File: src/rtl/prgrm_seq_unit_pkg.sv
// Shared definitions for the program sequencer: FSM state encoding, flow-control opcodes
// and the opcode field width (the opcode occupies the top OPC_W bits of the instruction).
package prgrm_seq_unit_pkg;

   localparam int STATE_W = 2;
   localparam int OPC_W   = 4;

   typedef enum logic [STATE_W-1:0] {
      FETCH   = 2'd0,
      DECODE  = 2'd1,
      EXECUTE = 2'd2,
      UPDATE  = 2'd3
   } state_type;

   localparam logic [OPC_W-1:0] OP_JMP  = 4'd1;
   localparam logic [OPC_W-1:0] OP_JZ   = 4'd2;
   localparam logic [OPC_W-1:0] OP_JC   = 4'd3;
   localparam logic [OPC_W-1:0] OP_JN   = 4'd4;
   localparam logic [OPC_W-1:0] OP_CALL = 4'd5;
   localparam logic [OPC_W-1:0] OP_RET  = 4'd6;

endpackage

File: src/rtl/prgrm_ret_stk.sv
// Circular hardware return-address stack. A push while full overwrites the oldest entry,
// because the write pointer has wrapped onto it; pop while empty is ignored.
module prgrm_ret_stk
   import prgrm_seq_unit_pkg::*;
#(
   parameter int AW    = 8,
   parameter int DEPTH = 4
) (
   input  logic                         clk,
   input  logic                         reset,
   input  logic                         push,
   input  logic                         pop,
   input  logic [AW-1:0]                push_data,
   output logic [AW-1:0]                pop_data,
   output logic [$clog2(DEPTH+1)-1:0]   depth,
   output logic                         full,
   output logic                         empty
);

   localparam int PW = $clog2(DEPTH);
   localparam int DW = $clog2(DEPTH+1);
   localparam logic [PW-1:0] LAST = PW'(DEPTH-1);

   logic [AW-1:0] mem [DEPTH];
   logic [PW-1:0] top;
   logic [PW-1:0] below;

   assign below    = (top == '0) ? LAST : top - 1'b1;
   assign pop_data = mem[below];
   assign full     = (depth == DW'(DEPTH));
   assign empty    = (depth == '0);

   always_ff @(posedge clk or negedge reset) begin
      if (!reset) begin
         top   <= '0;
         depth <= '0;
      end else if (push) begin
         top <= (top == LAST) ? '0 : top + 1'b1;
         if (!full) depth <= depth + 1'b1;
      end else if (pop && !empty) begin
         top   <= below;
         depth <= depth - 1'b1;
      end
   end

   always_ff @(posedge clk) begin
      if (push) mem[top] <= push_data;
   end

endmodule

File: src/rtl/prgrm_seq_unit.sv
// Program sequencer top: 4-state control FSM, flow-control decode, branch evaluation and
// next-PC mux. Define PRGRM_SEQ_STK_TRAP_EN to trap on stack overflow/underflow.
//
//  state   | meaning
//  FETCH   | instruction address (pc) presented to memory
//  DECODE  | opcode and immediate captured
//  EXECUTE | ALU flags captured
//  UPDATE  | pc and return stack written on the exit edge
module prgrm_seq_unit
   import prgrm_seq_unit_pkg::*;
#(
   parameter int            AW       = 8,
   parameter int            IW       = 32,
   parameter int            DEPTH    = 4,
   parameter logic [AW-1:0] TRAP_VEC = 'hF0
) (
   input  logic                         clk,
   input  logic                         reset,
   input  logic                         stall,
   input  logic [IW-1:0]                crnt_instrn,
   input  logic                         zro_flag,
   input  logic                         carry_flag,
   input  logic                         neg_flag,
   output logic [1:0]                   current_state,
   output logic [AW-1:0]                pc,
   output logic [$clog2(DEPTH+1)-1:0]   stk_depth,
   output logic                         stk_full,
   output logic                         stk_empty,
   output logic                         trap
);

   state_type        state, state_nxt;
   logic [OPC_W-1:0] opc_q;
   logic [AW-1:0]    imm_q;
   logic             zro_q, carry_q, neg_q;
   logic [AW-1:0]    pc_inc, pc_nxt, pop_data;
   logic             upd_go, push, pop, fault;
   logic             unused_instr;

   // Middle instruction bits belong to the ALU, not to this block.
   assign unused_instr = ^crnt_instrn;
   assign upd_go       = (state == UPDATE) && !stall;

`ifdef PRGRM_SEQ_STK_TRAP_EN
   localparam bit TRAP_EN = 1'b1;
   logic trap_q;

   always_ff @(posedge clk or negedge reset) begin
      if (!reset) trap_q <= 1'b0;
      else        trap_q <= upd_go && fault;
   end
   assign trap = trap_q;
`else
   localparam bit TRAP_EN = 1'b0;
   assign trap = 1'b0;
`endif

   always_ff @(posedge clk or negedge reset) begin
      if (!reset) state <= FETCH;
      else        state <= state_nxt;
   end

   always_comb begin
      state_nxt = state;
      if (!stall) begin
         case (state)
            FETCH:   state_nxt = DECODE;
            DECODE:  state_nxt = EXECUTE;
            EXECUTE: state_nxt = UPDATE;
            default: state_nxt = FETCH;
         endcase
      end
   end

   always_ff @(posedge clk or negedge reset) begin
      if (!reset) begin
         opc_q   <= '0;
         imm_q   <= '0;
         zro_q   <= 1'b0;
         carry_q <= 1'b0;
         neg_q   <= 1'b0;
      end else begin
         if ((state == DECODE) && !stall) begin
            opc_q <= crnt_instrn[IW-1 -: OPC_W];
            imm_q <= crnt_instrn[AW-1:0];
         end
         if ((state == EXECUTE) && !stall) begin
            zro_q   <= zro_flag;
            carry_q <= carry_flag;
            neg_q   <= neg_flag;
         end
      end
   end

   always_comb begin
      pc_inc = pc + 1'b1;
      pc_nxt = pc_inc;
      push   = 1'b0;
      pop    = 1'b0;
      fault  = 1'b0;
      case (opc_q)
         OP_JMP: pc_nxt = imm_q;
         OP_JZ:  if (zro_q)   pc_nxt = imm_q;
         OP_JC:  if (carry_q) pc_nxt = imm_q;
         OP_JN:  if (neg_q)   pc_nxt = imm_q;
         OP_CALL: begin
            if (TRAP_EN && stk_full) fault = 1'b1;
            else begin
               push   = upd_go;
               pc_nxt = imm_q;
            end
         end
         OP_RET: begin
            // Without the trap, an empty RET falls through as a plain increment.
            if (stk_empty) fault = TRAP_EN;
            else begin
               pop    = upd_go;
               pc_nxt = pop_data;
            end
         end
         default: ;
      endcase
      if (fault) pc_nxt = TRAP_VEC;
   end

   always_ff @(posedge clk or negedge reset) begin
      if (!reset)      pc <= '0;
      else if (upd_go) pc <= pc_nxt;
   end

   prgrm_ret_stk #(.AW(AW), .DEPTH(DEPTH)) u_ret_stk (
      .clk       (clk),
      .reset     (reset),
      .push      (push),
      .pop       (pop),
      .push_data (pc_inc),
      .pop_data  (pop_data),
      .depth     (stk_depth),
      .full      (stk_full),
      .empty     (stk_empty)
   );

   assign current_state = state;

endmodule

File: config.mk
export PLATFORM = sky130hd
export DESIGN_NAME = prgrm_seq_unit
export DESIGN_NICKNAME = d
export VERILOG_FILES = /design/src/rtl/prgrm_seq_unit_pkg.sv /design/src/rtl/prgrm_ret_stk.sv /design/src/rtl/prgrm_seq_unit.sv
export SDC_FILE = /design/constraint.sdc
export NUM_CORES = 1
export LEC_CHECK = 0
export BUFFER_PORTS_ARGS = -buffer_cell sky130_fd_sc_hd__clkbuf_2
export CAP_MARGIN = 20
export CORE_MARGIN = 2
export CORE_UTILIZATION = 57
export DETAILED_ROUTE_END_ITERATION = 10
export GPL_ROUTABILITY_DRIVEN = 1
export PLACE_DENSITY_LB_ADDON = 0.1
export SETUP_SLACK_MARGIN = 0.1
export SLEW_MARGIN = 5
export SYNTH_ARGS = -nofsm -noshare
export SYNTH_HDL_FRONTEND = slang
export SYNTH_SLANG_ARGS = --single-unit
export TNS_END_PERCENT = 5
File: constraint.sdc
create_clock -name clk -period 6.4 [get_ports clk]
set_input_delay 0.64 -clock clk [delete_from_list [all_inputs] [get_ports clk]]
set_output_delay 0.64 -clock clk [all_outputs]
set_load 0.05 [all_outputs]
# [Word-level counts from Yosys, hierarchy flattened]
# Memory sizes are Yosys's and may differ from the RTL's.
# Index checks and enable logic that the tools add are counted.
[op_classes] add_sub_neg=5 n_eq_ne=12 n_mux=18 reduce_logical=12
[op_table] op="case mux 8 bit (5 select lines)" n=1
[op_table] op="2-to-1 mux 8 bit" n=4
[op_table] op="== test 4 x 3 -> 1 bit, second input constant" n=3
[op_table] op="2-to-1 mux 3 bit" n=3
[op_table] op="adder 8 x 1 -> 8 bit, second input constant" n=1
[op_table] op="== test 4 x 2 -> 1 bit, second input constant" n=2
[op_table] op="2-to-1 mux 2 bit" n=4
[op_table] op="== test 2 bit, second input constant" n=3
[op_table] op="case mux 2 bit (3 select lines)" n=1
[op_table] op="2-to-1 mux 1 bit" n=5
[op_table] op="== test 4 x 1 -> 1 bit, second input constant" n=1
[op_table] op="logical AND 1 bit" n=4
[op_table] op="zero test 2 bit" n=2
[op_table] op="adder 3 x 1 -> 3 bit, second input constant" n=1
[op_table] op="== test 3 bit, second input constant" n=1
[op_table] op="zero test 3 bit" n=1
[op_table] op="subtractor 3 x 1 -> 3 bit, second input constant" n=1
[op_table] op="adder 2 x 1 -> 2 bit, second input constant" n=1
[op_table] op="== test 2 x 1 -> 1 bit, second input constant" n=1
[op_table] op="zero test 1 bit" n=2
[op_table] op="inequality test 2 bit, second input constant" n=1
[op_table] op="AND reduction 2 bit" n=1
[op_table] op="nonzero test 2 bit" n=1
[op_table] op="OR reduction 2 bit" n=1
[op_table] op="subtractor 2 x 1 -> 2 bit, second input constant" n=1
[totals] ff_bits=30 ram_bits=32 inputBits=38 out_inout_bits=16 word_cells=57 mem_count=1
[memory_table] memory="u_ret_stk.mem" depth=4 word_bits=8 rd=1 rd_clocked_by_memory_dff=0 wr=1 line="prgrm_ret_stk.sv:24" text="logic [AW-1:0] mem [DEPTH];"

# [Longest topological paths before layout]
# Gate-level depths: netlist of run 1.
[depth] depth_word=7 mapped_depth=8

# [Modules after synthesis]
# Synthesis of run 1 repeated with hierarchy kept, for this count alone.
[unflattened] hier_cells=236 area_unflattened_um2=3126.7
[modules_own_cells] module="prgrm_ret_stk" instances=1 cells_per_inst=89 area_per_inst_um2=1597.8 seq_area_each_um2=1086.0
[modules_own_cells] module="prgrm_seq_unit" instances=1 cells_per_inst=147 area_per_inst_um2=1529.0 seq_area_each_um2=625.6

# [Least setup slack after synthesis of run 1]
# Ideal clock, no wire load.
[synth_path] kind="reg2out" startpoint="register u_ret_stk.depth[2]" endpoint="output port stk_full" t_arrival_ns=2.023 required_time_ns=5.760 setup_slack_ns=3.737 path_stages_with_launch=2 path_buffers=0 cell_sequence="dfrtp_1 nor3b_1"
[synth_between] elab_chain_len=1
[synth_lines] item="start, declared" line="prgrm_ret_stk.sv:15" text="output logic [$clog2(DEPTH+1)-1:0] depth,"
[synth_lines] item="start signal, assigned" line="prgrm_ret_stk.sv:39" text="if (!full) depth <= depth + 1'b1;"
[synth_lines] item="start signal, assigned" line="prgrm_ret_stk.sv:42" text="depth <= depth - 1'b1;"
[synth_lines] item="== test 3 bit" line="prgrm_ret_stk.sv:30" text="assign full = (depth == DW'(DEPTH));"
[synth_lines] item="end, declared" line="prgrm_seq_unit.sv:27" text="output logic stk_full,"
# Every way passes these cells.

# [Final worst setup path of run 1]
[layout_path] startpoint="register state[1] (netlist: current_state[1])" endpoint="memory u_ret_stk.mem[0][4], enable pin"
[layout_between] elab_chain_len=5
[layout_lines] item="start, declared" line="prgrm_seq_unit.sv:32" text="state_type state, state_nxt;"
[layout_lines] item="start signal, assigned" line="prgrm_seq_unit.sv:60" text="else state <= state_nxt;"
[layout_lines] item="== test 2 bit" line="prgrm_seq_unit.sv:42" text="assign upd_go = (state == UPDATE) && !stall;"
[layout_lines] item="logical AND 1 bit" line="prgrm_seq_unit.sv:42"
[layout_lines] item="2-to-1 mux 1 bit" line="prgrm_seq_unit.sv:101" text="case (opc_q)"
[layout_lines] item="2-to-1 mux 1 bit" line="prgrm_ret_stk.sv:47" text="if (push) mem[top] <= push_data;"
[layout_lines] item="2-to-1 mux 1 bit (not written as such)" line="prgrm_ret_stk.sv:47"
[layout_lines] item="end, declared" line="prgrm_ret_stk.sv:24"
# Every way passes these cells.

==> run metrics, run 1 <==
syn_area_per_cell around 14 um2; commonest cells in the netlist edfxtp_1 (32), dfrtp_1 (30), mux2_2 (13); I/O Buffers 32; critical-path cell list ha_1, nor2b_1, and4_1, inv_2, nor2_1; Clk pin slew, worst setup/hold paths 70 ps; Main synth FF type edfxtp_1; CTS Hold Bufs 0; total grt overflow 0; final setup fails 0; worst reg2reg setup slack 3620 ps; Ports between 50 and 60; Setup Buffers After CTS 0; Fillers 393; die height between 70 and 80 um; Row Count 26; layout cell share with drive strength beyond 1 0.298; Critical Path RT ~6400 ps; Clock Skews between 6 and 7 ps; die area between 5000 and 6000 um2; critical path class reg -> reg; max-cap violation count 0; Slew headroom 0.445; P_leak ~1.4 nW; number of global-route vias before repair 1849; Min-Delay Path Class in -> async; CTS tree built; part of the Yosys area used for sequential elements 0.576; clk sinks 62; PwrDens 526 nW/um2; EDFF count, synth 32; Crit-path slowest cell nor2b_1; crit path max fanout 12; global placer's final weighted congestion between 0.7 and 0.8; routed vias 1894; Peak supply drop around 0.00032 V; Vias/cell 5.77; top achievable clock speed 360 MHz; Synth Cell Area 2970 um2; Net Count, Synth approximately 270; GRT Overall Usage 0.216; top-count cell post-synth edfxtp_1; Final Max Tran Viols 0; largest net degree at the start of global routing 31; CP peak stage delay 670 ps; Crit. End Element register; antenna diode count 0; CTS H-tree lvls 3; final WL roughly 5.6 mm; DR WL/cell ~17 um; Post-layout nets approximately 300; cells resized by post-CTS repair 0; measured slew at the worst slew-check pin 830 ps; synthesized flop and latch total 62; area of the multi-input gates roughly 1200 um2; final hold violations 0; Fin Setup TNS 0 ps; Syn Inst Count about 220; initial core utilization 0.585; main area contributors after synthesis edfxtp_1 (32%), dfrtp_1 (25%), mux4_2 (6.1%), mux2_2 (4.9%), ha_1 (3.8%); unique cell type count in the Yosys netlist 52; CTS Buf Count 9; largest area contributor in the netlist edfxtp_1; PnR Total Power around 1.8 mW; hpwl dp ~4 mm; Synth async-reset ratio 0.484; Core Region between 5000 and 6000 um2; Initial DRC Count 143; antenna-violating nets left 0; Synth Warn # 0; First-pass DRT Iterations 4; Area Overhead vs Synth 13.9%; RSZ-0062 raised after global routing no; Longest Clk Path Bufs 2; Yosys top cell area share 0.324; outcome finished, final reports clean; R2R cell count 5; Worst Setup Start Kind register; worst skew pair latency 340 ps; Seq. cell area approximately 1700 um2; Tmin final 2780 ps; Worst EP arrival around 2800 ps; Tcrit/Tclk final 0.435; Die X 76.2 um; first-pass GRT wire length ~9.4 mm; antenna violations before repair 0; clk root buf clkbuf_8; DRC 0
[flip-flops by register name (all words and copies together) (netlist names)]
signal and flops:
u_ret_stk.depth 3, neg_q 1, u_ret_stk.mem 32, current_state 2, zro_q 1, imm_q 8
u_ret_stk.top 2, opc_q 4, pc 8, carry_q 1
[critical path: cells and delay by family (launching register included)]
family	cells	cell delay (ps)
flops	1	410
buf+inv	1	110
simple gates	3	1690
fa+ha+maj	1	190
[per-stage QoR]
step	setup WS, ps	instances	hold WS [ps]	area [um2]	utilization
3_3_place_gp	3380	312	496	3170	0.624
3_5_place_dp	3430	312	498	3170	0.624
6_report	3620	328	363	3380	0.666
2_1_floorplan	3740	218	344	2970	-
4_1_cts	3620	328	395	3380	0.666
5_1_grt	3410	328	430	3380	0.666
[layout make-up]
type	count	area share
clock buffers	10	0.0377
clock inverters	6	0.0255
inverters	12	0.0133
multi-input cells	135	0.342
flip-flops and latches	62	0.506
well taps	70	0.0259
repair buffers	33	0.0496
[cells by family (layout without fill, tap and decap cells)]
| family | count (synthesis) | in the layout | share of synthesized area |
|---|---|---|---|
| buf+inv | 21 | 61 | 0.0341 |
| xor+xnor | 8 | 8 | 0.0236 |
| flops | 62 | 62 | 0.576 |
| fa+ha+maj | 10 | 10 | 0.0447 |
| simple gates | 54 | 54 | 0.105 |
| mux | 22 | 22 | 0.114 |
| other cells | 1 | 1 | 0.00126 |
| compound gates | 40 | 40 | 0.102 |
[routing by layer]
| layer | vias up | GRT usage | wire length, um |
|---|---|---|---|
| li1 | 887 | - | - |
| met1 | 950 | 0.294 | 2530 |
| met2 | 47 | 0.327 | 2720 |
| met3 | 10 | 0.0664 | 244 |
| met4 | 0 | 0.0873 | 112 |
| met5 | - | 0 | 0 |
[path summary, 6_finish.rpt]
path                                              startpoint                              to
worst max-delay path            current_state[1]$_DFFE_PN0N_   u_ret_stk.mem[0][4]$_DFFE_PP_
max in group asynchronous                              reset  u_ret_stk.depth[2]$_DFFE_PN0P_
worst max register to register  current_state[1]$_DFFE_PN0N_   u_ret_stk.mem[0][4]$_DFFE_PP_
worst min-delay path                                   reset               pc[7]$_DFFE_PN0N_
min in group clk                             crnt_instrn[29]            opc_q[1]$_DFFE_PN0P_
worst min register to register          imm_q[5]$_DFFE_PN0P_            imm_q[5]$_DFFE_PN0P_
[placed cells by master (no fill, tap or decap), types with 3 or more instances in the layout]
cell,synthesis,final
o22a_1,3,3
dfrtp_1,30,30
mux4_2,8,8
xnor2_1,5,5
edfxtp_1,32,32
o21ai_0,8,8
nor2_1,10,10
inv_1,10,10
nand2_1,8,8
a221oi_1,4,4
clkbuf_8,0,9
clkbuf_2,0,32
xor2_1,3,3
a221o_1,3,3
nor3_1,4,4
a21oi_1,3,3
and2_1,6,6
mux2_2,13,13
ha_1,9,9
nand3_1,6,6
nor2b_1,7,7
[power breakdown]
part	switching [mW]	internal (mW)	total [mW]
sequential	0.115	0.557	0.672
clock	0.150	0.218	0.368
combinational	0.458	0.282	0.740
(Power assumes the default switching activity.)
==> inputs of run 2 (changes only) <==
Settings changed: ABC_AREA from default to 1, CORE_UTILIZATION 57 to 56.
Clock period 6.4 ns to 2.87 ns, I/O delays scaled along.
==> run 2 against run 1 <==
Sequential cell count unchanged. Register-to-register slack got worse by 2800 ps. Clock skew grew 1.8 ps. Sequential share of layout area fell by 3.5 points. Die area rose by 8.5%. Setup slack got worse by 2800 ps.
==> run metrics, run 2 <==
clock share of power 0.186; Clk pin slew, worst setup/hold paths ~70 ps; max FFs per register 32; EDFF count, synth 32; clk root buf clkbuf_8; initial core utilization 0.577; CP bufs+invs 4; clk sinks 62; antenna diode count 0; CP peak stage delay roughly 420 ps; RSZ-0062 raised after global routing no; antenna violations before repair 0; placed instance area 3440 um2; crit path max fanout 16; Synth Cell Area approximately 3200 um2; outcome finished, final reports clean; top achievable clock speed 490 MHz; main area contributors after synthesis edfxtp_1 (30%), dfrtp_1 (24%), nand2_1 (11%), nand3_1 (6.6%), nor2_1 (5.0%); Worst Setup Start Kind register; switching power between 1.5 and 2 mW; PwrDens roughly 1100 nW/um2; critical path class reg -> reg; Synth Warn # 0; Yosys top cell area share 0.302; Post-layout nets around 450; Min-Delay Path Class in -> async; measured slew at the worst slew-check pin approximately 750 ps; Longest Clk Path Bufs 2; Most common cell on crit path nand2_1; Sw Share 0.456; setup ws final 828 ps; Vias/cell about 5.1; cells resized by post-CTS repair 0; number of global-route vias before repair approximately 2400; pre-CTS setup slack between 800 and 900 ps; Largest Register u_ret_stk.mem; Regs by FF count u_ret_stk.mem (32), imm_q (8), pc (8); final hold violations 0; Slew headroom 0.497; Final Max Tran Viols 0; largest area contributor in the netlist edfxtp_1; GRT Overall Usage 0.231; combinational share of power 0.452; CTS Buf Count 9; I/O Buffers 32; Main synth FF type edfxtp_1; largest net degree at the start of global routing 31; die height about 79 um; Worst EP arrival 2270 ps; total grt overflow 0; CTS Hold Bufs 0; Tcrit/Tclk final 0.712; critical-path cell list inv_1, ha_1, inv_2, nand2_1, nand2_1, nand3_1, nand2_1, nand2_1, nand2_1, inv_1, nand3_1, nand2_1, inv_1; Die X 79.3 um; final WL around 6.5 mm; unique cell type count in the Yosys netlist 32; Hold Slack approximately 7.7 ps; DRC 0; global placer's final weighted congestion ~0.85; layout cell share with drive strength beyond 1 0.194; most common cell after layout, fill and taps aside nand2_1; Syn Inst Count approximately 350; Crit-path slowest cell nand2_1; Flop pwr share 0.362; max-cap violation count 0; Pint around 2.2 mW; hpwl dp 4.60 mm; commonest non-fill, non-tap cells in the layout nand2_1 (94), nand3_1 (42), nor2_1 (42), inv_1 (38); P_leak around 1.8 nW; fin area about 3600 um2; first-pass GRT wire length 10.9 mm; syn_area_per_cell 8.98 um2; Initial DRC Count 164; CTS H-tree lvls 3; Crit. End Element register; Tmin final 2040 ps; synthesized flop and latch total 62; part of the Yosys area used for sequential elements 0.539; commonest cells in the netlist nand2_1 (94), nand3_1 (42), nor2_1 (42); Critical Path RT 3100 ps; DR WL/cell 13.8 um; Clock Skews a little over 8 ps; top-count cell post-synth nand2_1; CTS tree built; Core Region about 5500 um2; routed vias approximately 2400; Fin Setup TNS 0 ps; Ports between 50 and 60; Area Overhead vs Synth 14.3%; Top delay family on crit path simple AND/OR/NAND/NOR gates; antenna-violating nets left 0; Setup Buffers After CTS 0; First-pass DRT Iterations 4; Synth async-reset ratio 0.484; final setup fails 0; worst skew pair latency 330 ps; Peak supply drop 0.000685 V; Net Count, Synth roughly 400; Row Count 27; die area ~6300 um2
run 2: cell count changes after synthesis, sizes merged, moves of 4 or more:
| cell | previous run | this run |
|---|---|---|
| a21oi | 4 | 8 |
| nand2 | 8 | 96 |
| nor2b | 8 | 0 |
| mux2 | 14 | 7 |
| mux4 | 8 | 0 |
| a221oi | 4 | 0 |
| nor2 | 10 | 48 |
| nand3 | 6 | 44 |
| inv | 12 | 45 |
| nor3 | 4 | 0 |
| and2 | 6 | 0 |
run 2: power by group through the flow:
stage | combinational, mW | sequential (mW) | clock (mW)
floorplan | 1.08 | 1.72 | 0
global placement | 1.74 | 1.45 | 0
detailed placement | 1.80 | 1.46 | 0
CTS | 1.81 | 1.45 | 0.753
global route | 2.02 | 1.48 | 0.788
finish | 1.80 | 1.44 | 0.742
run 2: per-layer routing:
metal	vias up	GRT usage	wire length (um)
met3	9	0.0455	341
met1	1098	0.303	2990
met2	68	0.381	3100
met5	-	0	0
li1	1230	-	-
met4	0	0.0897	97
run 2: path summary, 6_finish.rpt:
| path | slack [ps] | cells after the start | to | from |
|---|---|---|---|---|
| hold / removal | 8 | 1 | opc_q[3]$_DFFE_PN0P_ | reset |
| setup / recovery | 830 | 13 | pc[2]$_DFFE_PN0N_ | u_ret_stk.top[0]$_DFFE_PN0P_ |
| hold reg to reg | 510 | 1 | u_ret_stk.depth[2]$_DFFE_PN0P_ | u_ret_stk.depth[2]$_DFFE_PN0P_ |
| setup reg to reg | 830 | 13 | pc[2]$_DFFE_PN0N_ | u_ret_stk.top[0]$_DFFE_PN0P_ |
| min in group clk | 180 | 2 | carry_q$_DFFE_PN0P_ | carry_flag |
| max in group asynchronous | 2370 | 1 | pc[1]$_DFFE_PN0N_ | reset |
run 2: final cells by class:
cell class	count	area, um2
Inverter	46	173
Timing Repair Buffer	38	205
Multi-Input combinational cell	240	1260
Fill cell	478	1870
Sequential cell	62	1710
Clock buffer	10	128
Tap cell	72	90.1
Clock inverter	6	62.6
run 2: logic make-up after synthesis:
group,after synthesis,synth area share
xor gates and xnor gates,5,0.0138
buffers and inverters,52,0.0638
AOI/OAI and AO/OA,22,0.0382
muxes,8,0.0280
DFF,62,0.539
adders and majority gates,10,0.0417
other,1,0.00118
and+or+nand+nor,194,0.275
run 2: worst register-to-register path, cell delays in order (launching register included):
cell	delay [ps]
dfrtp_1	380
inv_1	160
ha_1	230
inv_2	100
nand2_1	430
nand2_1	100
nand3_1	90
nand2_1	70
nand2_1	100
nand2_1	70
inv_1	50
nand3_1	70
nand2_1	60
inv_1	30
run 2: per-stage QoR:
step           instances  power, mW  utilization
2_1_floorplan        354       2.80            -
3_3_place_gp         458       3.19        0.625
3_5_place_dp         458       3.26        0.625
4_1_cts              474       4.01        0.660
5_1_grt              474       4.28        0.660
6_report             474       3.99        0.660
